<file path="src/rtl/crop_pkg.sv">
// crop_pkg: shared pixel type, FSM state encoding and default window
// geometry for the crop stream source.
package crop_pkg;

    localparam int DEF_FP_TOTAL = 16;
    localparam int DEF_IN_ROWS  = 100;
    localparam int DEF_IN_COLS  = 160;
    localparam int DEF_OUT_ROWS = 48;
    localparam int DEF_OUT_COLS = 48;
    localparam int DEF_Y_1      = 10;
    localparam int DEF_X_1      = 10;

    typedef logic [DEF_FP_TOTAL-1:0] pixel_t;

    typedef enum logic [1:0] {
        IDLE  = 2'd0,
        RUN   = 2'd1,
        DRAIN = 2'd2
    } state_t;

    // Counter width for a 0..n-1 range, never narrower than one bit.
    function automatic int cnt_w(input int n);
        return (n > 1) ? $clog2(n) : 1;
    endfunction

endpackage

</file>
<file path="src/rtl/crop_axis_out_reg.sv">
// crop_axis_out_reg: single-entry AXI-stream register carrying data+last.
// A load always wins over a drain, so transfer+load keeps valid high.
module crop_axis_out_reg #(
    parameter int W = 16
) (
    input  logic         clk,
    input  logic         rst_n,
    input  logic         i_load,
    input  logic [W-1:0] i_data,
    input  logic         i_last,
    input  logic         i_ready,
    output logic         o_valid,
    output logic [W-1:0] o_data,
    output logic         o_last
);

    logic         r_valid;
    logic [W-1:0] r_data;
    logic         r_last;

    always_ff @(posedge clk or negedge rst_n) begin
        if (!rst_n) begin
            r_valid <= 1'b0;
            r_data  <= '0;
            r_last  <= 1'b0;
        end else if (i_load) begin
            r_valid <= 1'b1;
            r_data  <= i_data;
            r_last  <= i_last;
        end else if (i_ready) begin
            r_valid <= 1'b0;
        end
    end

    assign o_valid = r_valid;
    assign o_data  = r_data;
    assign o_last  = r_last;

endmodule

</file>
<file path="src/rtl/crop_stream_source.sv">
// crop_stream_source: consumes a raster image and forwards only the
// OUT_ROWS x OUT_COLS window at (Y_1, X_1) under ap_start/ap_done control.
module crop_stream_source
    import crop_pkg::*;
#(
    parameter int FP_TOTAL = DEF_FP_TOTAL,
    parameter int IN_ROWS  = DEF_IN_ROWS,
    parameter int IN_COLS  = DEF_IN_COLS,
    parameter int OUT_ROWS = DEF_OUT_ROWS,
    parameter int OUT_COLS = DEF_OUT_COLS,
    parameter int Y_1      = DEF_Y_1,
    parameter int X_1      = DEF_X_1
) (
    input  logic                ap_clk,
    input  logic                ap_rst_n,
    input  logic                ap_start,
    output logic                ap_done,
    output logic                ap_idle,
    input  logic [FP_TOTAL-1:0] img_in_TDATA,
    input  logic                img_in_TVALID,
    output logic                img_in_TREADY,
    output logic [FP_TOTAL-1:0] conv2d_input_V_data_0_V_TDATA,
    output logic                conv2d_input_V_data_0_V_TVALID,
    input  logic                conv2d_input_V_data_0_V_TREADY,
    output logic                conv2d_input_V_data_0_V_TLAST
);

    localparam int RW = cnt_w(IN_ROWS);
    localparam int CW = cnt_w(IN_COLS);

    if (Y_1 + OUT_ROWS > IN_ROWS) begin : g_bad_rows
        $error("crop window exceeds image rows");
    end
    if (X_1 + OUT_COLS > IN_COLS) begin : g_bad_cols
        $error("crop window exceeds image columns");
    end
    if (OUT_ROWS == 0 || OUT_COLS == 0) begin : g_bad_size
        $error("crop window is empty");
    end

    localparam logic [RW:0]   ROW_LO   = (RW+1)'(Y_1);
    localparam logic [RW:0]   ROW_N    = (RW+1)'(OUT_ROWS);
    localparam logic [CW:0]   COL_LO   = (CW+1)'(X_1);
    localparam logic [CW:0]   COL_N    = (CW+1)'(OUT_COLS);
    localparam logic [RW-1:0] ROW_LAST = RW'(Y_1 + OUT_ROWS - 1);
    localparam logic [CW-1:0] COL_LAST = CW'(X_1 + OUT_COLS - 1);
    localparam logic [RW-1:0] ROW_END  = RW'(IN_ROWS - 1);
    localparam logic [CW-1:0] COL_END  = CW'(IN_COLS - 1);

    state_t        r_state;
    logic [RW-1:0] r_row;
    logic [CW-1:0] r_col;
    logic          r_done;

    logic          w_out_valid;
    logic          w_out_ready;
    logic          w_in_fire;
    logic          w_load;
    logic [RW:0]   w_row_off;
    logic [CW:0]   w_col_off;
    logic          w_in_win;
    logic          w_win_last;
    logic          w_col_end;
    logic          w_row_end;

    assign w_out_ready = conv2d_input_V_data_0_V_TREADY;

    // Offsets wrap to large values below the window, so one compare per axis.
    assign w_row_off  = {1'b0, r_row} - ROW_LO;
    assign w_col_off  = {1'b0, r_col} - COL_LO;
    assign w_in_win   = (w_row_off < ROW_N) && (w_col_off < COL_N);
    assign w_win_last = (r_row == ROW_LAST) && (r_col == COL_LAST);
    assign w_col_end  = (r_col == COL_END);
    assign w_row_end  = (r_row == ROW_END);

    assign img_in_TREADY = (r_state == RUN) && (!w_out_valid || w_out_ready);
    assign w_in_fire     = img_in_TVALID && img_in_TREADY;
    assign w_load        = w_in_fire && w_in_win;

    always_ff @(posedge ap_clk or negedge ap_rst_n) begin
        if (!ap_rst_n) begin
            r_state <= IDLE;
            r_row   <= '0;
            r_col   <= '0;
            r_done  <= 1'b0;
        end else begin
            r_done <= 1'b0;
            unique case (r_state)
                IDLE: begin
                    if (ap_start) begin
                        r_state <= RUN;
                        r_row   <= '0;
                        r_col   <= '0;
                    end
                end
                RUN: begin
                    if (w_in_fire) begin
                        if (w_col_end) begin
                            r_col <= '0;
                            if (w_row_end) begin
                                r_row   <= '0;
                                r_state <= DRAIN;
                            end else begin
                                r_row <= r_row + 1'b1;
                            end
                        end else begin
                            r_col <= r_col + 1'b1;
                        end
                    end
                end
                DRAIN: begin
                    // Done lands the cycle after the register empties.
                    if (!w_out_valid || w_out_ready) begin
                        r_done  <= 1'b1;
                        r_state <= IDLE;
                    end
                end
                default: r_state <= IDLE;
            endcase
        end
    end

    assign ap_done = r_done;
    assign ap_idle = (r_state == IDLE);

    crop_axis_out_reg #(
        .W(FP_TOTAL)
    ) u_out_reg (
        .clk     (ap_clk),
        .rst_n   (ap_rst_n),
        .i_load  (w_load),
        .i_data  (img_in_TDATA),
        .i_last  (w_win_last),
        .i_ready (w_out_ready),
        .o_valid (w_out_valid),
        .o_data  (conv2d_input_V_data_0_V_TDATA),
        .o_last  (conv2d_input_V_data_0_V_TLAST)
    );

    assign conv2d_input_V_data_0_V_TVALID = w_out_valid;

endmodule

</file>
<file path="config.mk">
export PLATFORM = sky130hd
export DESIGN_NAME = crop_stream_source
export DESIGN_NICKNAME = d
export VERILOG_FILES = /design/src/rtl/crop_pkg.sv /design/src/rtl/crop_axis_out_reg.sv /design/src/rtl/crop_stream_source.sv
export SDC_FILE = /design/constraint.sdc
export NUM_CORES = 1
export LEC_CHECK = 0
export ABC_AREA = 1
export BUFFER_PORTS_ARGS = -buffer_cell sky130_fd_sc_hd__buf_2
export CAP_MARGIN = 20
export CORE_MARGIN = 2
export CORE_UTILIZATION = 30
export CTS_BUF_LIST = sky130_fd_sc_hd__clkbuf_4 sky130_fd_sc_hd__clkbuf_8
export DETAILED_ROUTE_END_ITERATION = 16
export GPL_TIMING_DRIVEN = 0
export PLACE_DENSITY = 0.56
export SYNTH_ARGS = -nofsm -noshare
export SYNTH_HDL_FRONTEND = slang
export SYNTH_SLANG_ARGS = --single-unit
</file>
<file path="constraint.sdc">
create_clock -name ap_clk -period 1.3 [get_ports ap_clk]
set_input_delay 0.195 -clock ap_clk [delete_from_list [all_inputs] [get_ports ap_clk]]
set_output_delay 0.195 -clock ap_clk [all_outputs]
set_load 0.02 [all_outputs]
</file>
==> out/results.ini, run 1 <==
[timing]
period_needed_ns=1.43
rsz0062_at_grt=yes
setup_viol=31
slew_headroom_pct=46.5
fmax_mhz=697
whs_ns=-0.00567
finalSetupTns_ns=-3.07
finClkSkew_ns=0.00823
fin_ws_ns=-0.134
worst_pin_slew_ns=0.802
finalCritPeriodShare_pct=110
drv_slew=0
hold_viol=6

[layout]
nets=376
n_antenna_cell=0
ff_latch_area_sq_um=905
design_area_sq_um=2980
finish.utilization_pct=46.4
multi_input_area_sq_um=1200
num-fill-cells=640
drive_above_1_share_pct=41.3
syn_to_final_growth_pct=48.5

[detailed_routing]
vias_per_cell=4.63
drtAntennaViolNets=0
drc=2
drt_wl_total_mm=5.31
first_iter_violations=89
vias=1983
wl_per_cell_um=12.4
firstDrtPassIters=10

[worst_setup_path]
ff2ff_path_depth=10
critical_path_class=reg2reg
critical_path_depth=10
slowest_delay_ns=0.42
cp_common_cell=nand2_1
setup.worst_path.end_class=flip-flop
required_ns=1.47
cp.arrival_ns=1.61
crit_family=simple AND/OR/NAND/NOR gates
path_buf_inv=2
cpMaxStageDelayCell=dfrtp_1
crit_chain=buf_6 > nor2_4 > nor2_1 > nand2_1 > nand2_2 > nor2_4 > nand2_4 > buf_6 > nand2_1 > nand2_1
path_max_fanout=7
startpoint_type=flip-flop

[cts]
h-tree-depth=2
clock_path_buffers=2
cts_tree=built
clk_latency_ns=0.28
cts.reportedPaths.clkPinSlew_ns=0.08
clockRootBuffer=clkbuf_8
cts_made_buffers=5
cts_sinks=36

[grt]
busiest_layer=met2
overflow=0
antenna_found_initial=0
grt_max_degree=37
grtUsageMet3_pct=3.08
use_met1_pct=19.7
grt_first_pass_wirelength_mm=8.84
track_usage_pct=15.0
gr-usage-met2_pct=24.9
grt_pass1_vias=1938

[logic_synthesis]
synthCells=272
synth_common_cells=103 x nand2_1, 36 x dfrtp_1, 31 x nand3_1, 31 x nor2_1, 23 x inv_1
synth_edf_count=0
seq_area_frac_synth_pct=44.9
synth_area_sq_um=2010
synth.area.top_cells=dfrtp_1 45%, nand2_1 19%, nand3_1 7.7%
synth.ff_latch_count=36
yosysMostFrequentCell=nand2_1
ys_warn_count=0
synth_top_cell_area_share_pct=44.9
synth_nets=297
syn_area_per_cell_sq_um=7.37
synth-main-ff-cell=dfrtp_1
synth_top_cell_by_area=dfrtp_1
synthArstFlopShare_pct=100
ys_types=27

[flow_run]
drv_cap=0

[placement]
gp_congestion=0.811
place_area_sq_um=2340
hpwlAfterDp_mm=3.27
dp_slack_ns=-0.333
numPortBuffers=41

[power]
ir_worst_vdd_uv=609
cellPowerDensity_nw_per_um2=1510
p_leak_nw=1.63

[run_status]
status=complete, but fails checks
violations=design-rule violations, negative hold slack, negative setup slack

[floorplan]
core_sq_um=6420
io_pins=42
die_area_sq_um=7360
die_y_um=85.8
rows=29
dieWidth_um=85.8
initial_core_util_pct=31.2

[worst_hold_path]
hold_path_class=in2async

power breakdown:
group | switching, mW | internal (mW) | total [mW] | leakage [nW]
clock | 0.398 | 0.473 | 0.870 | 0.0503
combinational | 1.34 | 0.987 | 2.33 | 1.08
sequential | 0.0855 | 1.22 | 1.30 | 0.492
cell type report:
cell class / instances / share of cell area, %
inverter: 27 / 3.99
sequential: 36 / 30.4
tap: 77 / 3.24
multi-input combinational: 203 / 40.2
timing repair inverter: 1 / 0.378
buffer: 6 / 2.02
clock buffer: 7 / 3.24
timing repair buffer: 71 / 16.6
through the flow:
stage	total power, mW	instances
2_1_floorplan	2.21	272
6_report	4.50	428
3_5_place_dp	2.56	390
4_1_cts	4.04	419
3_3_place_gp	2.55	390
5_1_grt	4.79	428
cells by family (layout without fill, tap and decap cells):
| group | after synthesis | after routing | synth area share, % |
|---|---|---|---|
| simple gates | 183 | 184 | 40.0 |
| flops | 36 | 36 | 44.9 |
| fa+ha+maj | 4 | 4 | 2.50 |
| buf+inv | 34 | 112 | 7.74 |
| compound gates | 10 | 10 | 2.62 |
| xor+xnor | 5 | 5 | 2.18 |
worst reg2reg max path: cells and delay by family (launching register included):
kind | cells | cell delay (ns)
buf+inv | 2 | 0.29
flops | 1 | 0.42
simple gates | 8 | 0.61
cells in the final DEF (no fill, tap or decap):
cell	synthesis	routed
buf_2	2	39
inv_4	1	2
inv_2	3	4
inv_1	23	20
dfrtp_1	36	33
nand3_2	1	3
clkbuf_8	0	7
ha_1	4	2
nor2_4	4	10
dfrtp_2	0	3
nand2_1	103	82
nand3b_1	1	1
xnor2_2	0	1
nand3_1	31	27
nor3_1	2	2
a21oi_1	1	1
nand2_2	2	16
nand3_4	0	2
nor2_2	1	3
o21ai_2	0	2
nand2_8	0	2
o21bai_4	0	1
or2_4	0	1
ha_4	0	2
xor2_1	4	4
o21ai_0	6	2
clkinv_8	0	1
nand4_1	4	4
buf_12	0	1
nand2_4	2	7
o21ai_1	2	4
buf_4	2	21
inv_8	0	1
nor2_1	31	24
buf_6	2	16
routing by layer:
layer	routed length [um]	part of all wire [%]
met2	2620	49
met5	0	0
met4	62	1.2
met1	2430	46
met3	195	3.7
sequential cells by signal (all words and copies together) (netlist names):
| register | count |
|---|---|
| ap_done | 1 |
| r_row | 7 |
| r_state | 2 |
| r_col | 8 |
| u_out_reg.o_valid | 1 |
| u_out_reg.o_last | 1 |
| u_out_reg.o_data | 16 |
worst paths after layout:
kind / startpoint / slack, ns / end
max: r_col[1]$_DFFE_PN0P_ / -0.13 / u_out_reg.o_data[4]$_DFFE_PN0P_
min: ap_rst_n / -0.006 / r_col[1]$_DFFE_PN0P_
max reg2reg: r_col[1]$_DFFE_PN0P_ / -0.13 / u_out_reg.o_data[4]$_DFFE_PN0P_
min reg2reg: u_out_reg.o_data[15]$_DFFE_PN0P_ / 0.47 / u_out_reg.o_data[15]$_DFFE_PN0P_
max in group asynchronous: ap_rst_n / 0.74 / r_row[4]$_DFFE_PN0P_
min in group ap_clk: img_in_TDATA[10] / 0.14 / u_out_reg.o_data[10]$_DFFE_PN0P_
repair_timing:
| item | in CTS | in global routing |
|---|---|---|
| hold buffers | 0 | 0 |
| resized for setup | 48 | 36 |
| endpoints found under the setup margin | 37 | 36 |
| pin swaps | 15 | 21 |
| gates cloned | 2 | 1 |
| setup buffers | 20 | 9 |
No activity file was read; power rests on OpenSTA's default activity.
==> run 2, diff against run 1 <==
--- a/config.mk
+++ b/config.mk
@@ -11,9 +11,11 @@
 export CORE_MARGIN = 2
 export CORE_UTILIZATION = 30
 export CTS_BUF_LIST = sky130_fd_sc_hd__clkbuf_4 sky130_fd_sc_hd__clkbuf_8
+export CTS_CLUSTER_DIAMETER = 100
 export DETAILED_ROUTE_END_ITERATION = 16
 export GPL_TIMING_DRIVEN = 0
 export PLACE_DENSITY = 0.56
+export SKIP_CTS_REPAIR_TIMING = 1
 export SYNTH_ARGS = -nofsm -noshare
 export SYNTH_HDL_FRONTEND = slang
 export SYNTH_SLANG_ARGS = --single-unit
==> run 2 against run 1 <==
  * The flow still finishes with violations (design-rule violations, negative hold slack, negative setup slack)
  * Total power increased by 1.2%
  * Critical endpoint is now u_out_reg.o_data[5]$_DFFE_PN0P_
  * Die area unchanged
  * Core utilization is 0.58 points lower
  * Register-to-register slack got worse by 0.05 ns
  * Routed wire length is 0.11% lower
  * Non-clock buffer count fell by 4
  * Largest cell class unchanged
==> out/results.ini, run 2 (synthesis gave the netlist of run 1 again) <==
[run_status]
status=complete, but fails checks
violations=design-rule violations, negative hold slack, negative setup slack

[layout]
final-instance-count-excl-fill=423  ; -1.2%
n_antenna_cell=0  ; unchanged
layout_commonest_cell=nand2_1
num-fill-cells=643  ; +0.47%
largest_reg_flops=16  ; unchanged
finish.utilization_pct=45.8  ; -0.58 points
ff_latch_area_sq_um=906  ; +0.14%
syn_to_final_growth_pct=46.6
most-common-layout-cells=78 x nand2_1, 39 x buf_2, 32 x dfrtp_1, 27 x nand3_1, 25 x nor2_1
design_area_sq_um=2940  ; -1.3%
drive_above_1_share_pct=41.9  ; +0.60 points
multi_input_area_sq_um=1190  ; -0.94%
nets=371  ; -1.3%

[worst_setup_path]
required_ns=1.47  ; about the same
critical_path_class=reg2reg
path_max_fanout=7  ; unchanged
setup.worst_path.end_class=flip-flop
cp.arrival_ns=1.66  ; +0.05 ns
startpoint_type=flip-flop

[timing]
rsz0062_at_grt=yes
period_needed_ns=1.49  ; +0.0521 ns
finalCritPeriodShare_pct=114  ; +4.0 points
drv_slew=0  ; unchanged
setup_viol=33  ; +6.5%
fmax_mhz=673  ; -3.5%
hold_viol=11  ; +5
whs_ns=-0.0127  ; -0.00707 ns
finClkSkew_ns=0.0112  ; +0.00293 ns
finalSetupTns_ns=-4.18  ; -1.11 ns
slew_headroom_pct=46.6  ; +0.084 points
fin_ws_ns=-0.187  ; -0.0521 ns
worst_pin_slew_ns=0.801  ; -0.00126 ns

[power]
p_leak_nw=1.60  ; -1.6%
cellPowerDensity_nw_per_um2=1550  ; +2.5%
combPwrFrac_pct=51.8  ; about the same
power_frac_seq_pct=29.1  ; +0.2 points
swShare_pct=39.4  ; -1.2 points
total_power_mw=4.56  ; +1.2%
p_clk_share_pct=19.1  ; -0.2 points
p_switching_mw=1.79  ; -1.8%
ir_worst_vdd_uv=601  ; -1.3%
internal_power_mw=2.76  ; +3.2%

[floorplan]
initial_core_util_pct=31.2  ; unchanged
rows=29  ; unchanged
dieWidth_um=85.8  ; unchanged
io_pins=42  ; unchanged
core_sq_um=6420  ; unchanged
die_y_um=85.8  ; unchanged
die_area_sq_um=7360  ; unchanged

[cts]
clockRootBuffer=clkbuf_8
cts_made_buffers=5  ; unchanged
clock_path_buffers=2  ; unchanged
h-tree-depth=2  ; unchanged
cts_sinks=36  ; unchanged
cts_tree=built
cts.reportedPaths.clkPinSlew_ns=0.08  ; about the same
clk_latency_ns=0.29  ; about the same

[worst_hold_path]
hold_path_class=in2async

[placement]
hpwlAfterDp_mm=3.27  ; unchanged
numPlacedInstances=390  ; unchanged
numPortBuffers=41  ; unchanged
place_area_sq_um=2340  ; unchanged
dp_slack_ns=-0.333  ; unchanged
gp_congestion=0.811  ; unchanged

[flow_run]
drv_cap=0  ; unchanged

[detailed_routing]
drtAntennaViolNets=0  ; unchanged
drt_wl_total_mm=5.30  ; -0.11%
vias_per_cell=4.54  ; -2.1%
firstDrtPassIters=10  ; unchanged
vias=1919  ; -3.2%
first_iter_violations=134  ; +51%
drc=2  ; unchanged
wl_per_cell_um=12.5  ; +1.1%

[grt]
grt_pass1_vias=1712  ; -12%
overflow=0  ; unchanged
antenna_found_initial=0  ; unchanged
grt_first_pass_wirelength_mm=7.89  ; -11%
track_usage_pct=13.5  ; -1.6 points
grt_max_degree=37  ; unchanged

## run 2: cell types whose count changed in the layout (fill, tap and decap cells not counted), sizes merged
cell	change
buf	-5
clkbuf	+1
inv	-1
## run 2: final cells by class
cell class                      instances  share of cell area (%)
Buffer                                  7                    2.55
Clock buffer                            7                    3.28
Inverter                               27                    4.04
Multi-Input combinational cell        203                    40.3
Sequential cell                        36                    30.8
Tap cell                               77                    3.28
Timing Repair Buffer                   66                    15.7
## run 2: path summary, 6_finish.rpt
kind | startpoint | end | slack (ns) | cells after the start
max in group asynchronous | ap_rst_n | r_row[1]$_DFFE_PN0P_ | 0.75 | 1
min in group ap_clk | img_in_TDATA[15] | u_out_reg.o_data[15]$_DFFE_PN0P_ | 0.14 | 3
worst min register to register | u_out_reg.o_data[14]$_DFFE_PN0P_ | u_out_reg.o_data[14]$_DFFE_PN0P_ | 0.48 | 2
worst min-delay path | ap_rst_n | r_col[0]$_DFFE_PN0P_ | -0.01 | 1
worst max-delay path | r_state[0]$_DFFE_PN0P_ | u_out_reg.o_data[5]$_DFFE_PN0P_ | -0.19 | 8
worst max register to register | r_state[0]$_DFFE_PN0P_ | u_out_reg.o_data[5]$_DFFE_PN0P_ | -0.19 | 8
## run 2: critical path: stages, from the launching register on
cell       delay [ns]
dfrtp_1          0.40
inv_2            0.09
nor2_4           0.16
nand3_4          0.12
nor2_4           0.24
nand2_4          0.12
clkbuf_16        0.17
nand2_2          0.04
nand2_1          0.04
## run 2: layer usage
| metal | track usage (%) | up-vias | wire [um] |
|---|---|---|---|
| met5 | 0 | - | 0 |
| met4 | 4.47 | 0 | 49 |
| met3 | 3.18 | 2 | 190 |
| met2 | 21.3 | 36 | 2630 |
| met1 | 18.2 | 890 | 2430 |
| li1 | - | 991 | - |
## run 2: power groups by stage
stage / clock [mW] / combinational (mW) / sequential (mW)
after floorplan: 0 / 0.891 / 1.32
after global placement: 0 / 1.23 / 1.32
after detailed placement: 0 / 1.24 / 1.32
after CTS: 0.889 / 1.24 / 1.30
after global routing: 0.965 / 2.54 / 1.34
final: 0.871 / 2.36 / 1.33
==> run 3, diff against run 2 <==
--- a/config.mk
+++ b/config.mk
@@ -8,13 +8,14 @@
 export ABC_AREA = 1
 export BUFFER_PORTS_ARGS = -buffer_cell sky130_fd_sc_hd__buf_2
 export CAP_MARGIN = 20
+export CORE_ASPECT_RATIO = 1.1
 export CORE_MARGIN = 2
 export CORE_UTILIZATION = 30
 export CTS_BUF_LIST = sky130_fd_sc_hd__clkbuf_4 sky130_fd_sc_hd__clkbuf_8
 export CTS_CLUSTER_DIAMETER = 100
 export DETAILED_ROUTE_END_ITERATION = 16
 export GPL_TIMING_DRIVEN = 0
-export PLACE_DENSITY = 0.56
+export PLACE_DENSITY = 0.54
 export SKIP_CTS_REPAIR_TIMING = 1
 export SYNTH_ARGS = -nofsm -noshare
 export SYNTH_HDL_FRONTEND = slang
==> constraint.sdc (replaced) <==
create_clock -name ap_clk -period 1.38 [get_ports ap_clk]
set_input_delay 0.207 -clock ap_clk [delete_from_list [all_inputs] [get_ports ap_clk]]
set_output_delay 0.207 -clock ap_clk [all_outputs]
set_load 0.02 [all_outputs]
==> run 3 against run 2 <==
  * Die area barely moved
  * Register-to-register slack improved by 0.07 ns
  * Final cell count fell by 0.71%
  * Sequential share of layout area rose by 2.1 points
  * Global-route usage fell by 0.26 points
  * The flow finishes with violations (negative setup slack)
  * Via count fell by 0.52%
  * Largest power group unchanged
==> out/results.ini, run 3 (synthesis gave the netlist of run 1 again) <==
[detailed_routing]
vias=1909  ; -0.52%
wl_per_cell_um=12.1  ; -3.7%
drc=0  ; -2
drtAntennaViolNets=0  ; unchanged
first_iter_violations=70  ; -48%
drt_wl_total_mm=5.07  ; -4.4%
vias_per_cell=4.55  ; +0.19%
firstDrtPassIters=5  ; -5

[timing]
setup_viol=28  ; -15%
drv_slew=0  ; unchanged
hold_viol=0  ; -11
worst_pin_slew_ns=0.823  ; +0.0219 ns
whs_ns=0.00907  ; +0.0218 ns
finalCritPeriodShare_pct=109  ; -5.6 points
slew_headroom_pct=45.2  ; -1.5 points
fin_ws_ns=-0.121  ; +0.0659 ns
rsz0062_at_grt=yes
finClkSkew_ns=0.00374  ; -0.00743 ns
period_needed_ns=1.50  ; +0.0141 ns
finalSetupTns_ns=-2.23  ; +1.95 ns
fmax_mhz=666  ; -0.94%

[power]
power_frac_seq_pct=32.4  ; +3.3 points
internal_power_mw=2.34  ; -15%
p_switching_mw=1.47  ; -18%
cellPowerDensity_nw_per_um2=1380  ; -11%
swShare_pct=38.6  ; -0.76 points
p_clk_share_pct=24.7  ; +5.6 points
p_leak_nw=1.51  ; -5.9%
combPwrFrac_pct=42.9  ; -8.9 points
ir_worst_vdd_uv=591  ; -1.6%

[worst_setup_path]
path_max_fanout=8  ; +1
cpMaxStageDelayCell=dfrtp_2
required_ns=1.56  ; +0.09 ns
critical_path_class=reg2reg
cp_common_cell=nand2_1
startpoint_type=flip-flop
setup.worst_path.end_class=flip-flop
crit_chain=nor2_4 > nor2_1 > nand2_1 > nand2_2 > nor2_4 > nand2_4 > clkbuf_16 > nand2_1 > nand2_1
slowest_delay_ns=0.46  ; +0.06 ns
cp.arrival_ns=1.69  ; +0.03 ns

[cts]
clockRootBuffer=clkbuf_8
h-tree-depth=2  ; unchanged
cts_made_buffers=5  ; unchanged
cts_tree=built
clk_latency_ns=0.29  ; about the same
cts.reportedPaths.clkPinSlew_ns=0.07  ; about the same
clock_path_buffers=2  ; unchanged
cts_sinks=36  ; unchanged

[layout]
n_antenna_cell=0  ; unchanged
layout_commonest_cell=nand2_1
finish.utilization_pct=42.4  ; -3.4 points
final-instance-count-excl-fill=420  ; -0.71%
nets=362  ; -2.4%
syn_to_final_growth_pct=37.7
largest_reg_flops=16  ; unchanged
drive_above_1_share_pct=35.8  ; -6.1 points
design_area_sq_um=2760  ; -6.0%
most-common-layout-cells=86 x nand2_1, 39 x buf_2, 30 x nand3_1, 30 x dfrtp_1, 28 x nor2_1

[floorplan]
core_sq_um=6520  ; +1.5%
initial_core_util_pct=30.8  ; -0.45 points
dieWidth_um=82.0  ; -4.4%
rows=31  ; +6.9%
io_pins=42  ; unchanged
die_area_sq_um=7360  ; about the same
die_y_um=89.8  ; +4.7%

[placement]
place_area_sq_um=2340  ; about the same
numPlacedInstances=395  ; +1.3%
hpwlAfterDp_mm=3.36  ; +2.5%
numPortBuffers=41  ; unchanged
gp_congestion=0.755  ; -6.8%

[run_status]
status=complete, but fails checks
violations=negative setup slack

[worst_hold_path]
hold_path_class=in2async

[grt]
grt_first_pass_wirelength_mm=7.70  ; -2.4%
overflow=0  ; unchanged
grt_max_degree=37  ; unchanged
grt_pass1_vias=1717  ; +0.29%
antenna_found_initial=0  ; unchanged
track_usage_pct=13.2  ; -0.26 points

[flow_run]
drv_cap=0  ; unchanged

run 3: cell count changes in the layout (fill, tap and decap cells not counted), sizes merged:
cell and delta:
buf -9, bufinv +1, clkbuf -1, inv +1
run 3: power by group through the flow:
| stage | clock network, mW | registers (mW) | logic (mW) |
|---|---|---|---|
| 2_1_floorplan | 0 | 1.24 | 0.836 |
| 3_3_place_gp | 0 | 1.24 | 1.16 |
| 3_5_place_dp | 0 | 1.24 | 1.16 |
| 4_1_cts | 0.981 | 1.22 | 1.16 |
| 5_1_grt | 1.03 | 1.25 | 1.81 |
| 6_report | 0.941 | 1.24 | 1.64 |
run 3: cell type report:
type | count | area (sq um)
Sequential cell | 36 | 908
Tap cell | 82 | 103
Multi-Input combinational cell | 203 | 1110
Buffer | 7 | 75.1
Fill cell | 665 | 3750
Clock inverter | 2 | 35.0
Timing Repair Buffer | 57 | 352
Clock buffer | 6 | 76.3
Inverter | 27 | 106
run 3: final timing paths:
kind / start / to / slack (ns) / cells past startpoint
worst max register to register: r_col[1]$_DFFE_PN0P_ / u_out_reg.o_data[7]$_DFFE_PN0P_ / -0.12 / 9
worst max-delay path: r_col[1]$_DFFE_PN0P_ / u_out_reg.o_data[7]$_DFFE_PN0P_ / -0.12 / 9
worst min-delay path: ap_rst_n / u_out_reg.o_data[12]$_DFFE_PN0P_ / 0.009 / 1
min in group ap_clk: img_in_TDATA[13] / u_out_reg.o_data[13]$_DFFE_PN0P_ / 0.15 / 3
max in group asynchronous: ap_rst_n / r_row[4]$_DFFE_PN0P_ / 0.80 / 1
worst min register to register: u_out_reg.o_data[11]$_DFFE_PN0P_ / u_out_reg.o_data[11]$_DFFE_PN0P_ / 0.47 / 2
run 3: through the flow:
step	setup WS (ns)	total power [mW]
after floorplan	0.000963	2.08
after global placement	-0.236	2.40
after detailed placement	-0.233	2.41
after CTS	-0.383	3.37
after global routing	-0.221	4.09
final	-0.121	3.82
run 3: routing by layer:
metal / vias to the layer above / wire length (um) / GRT usage (%)
li1: 975 / - / -
met1: 871 / 2180 / 16.4
met2: 60 / 2520 / 22.2
met3: 3 / 333 / 2.81
met4: 0 / 28 / 4.58
met5: - / 0 / 0
run 3: critical path: cells and delay by family, from the launching register on:
family | cells | cell delay [ns]
AND/OR/NAND/NOR | 8 | 0.76
flip-flops | 1 | 0.46
buffers and inverters | 1 | 0.17
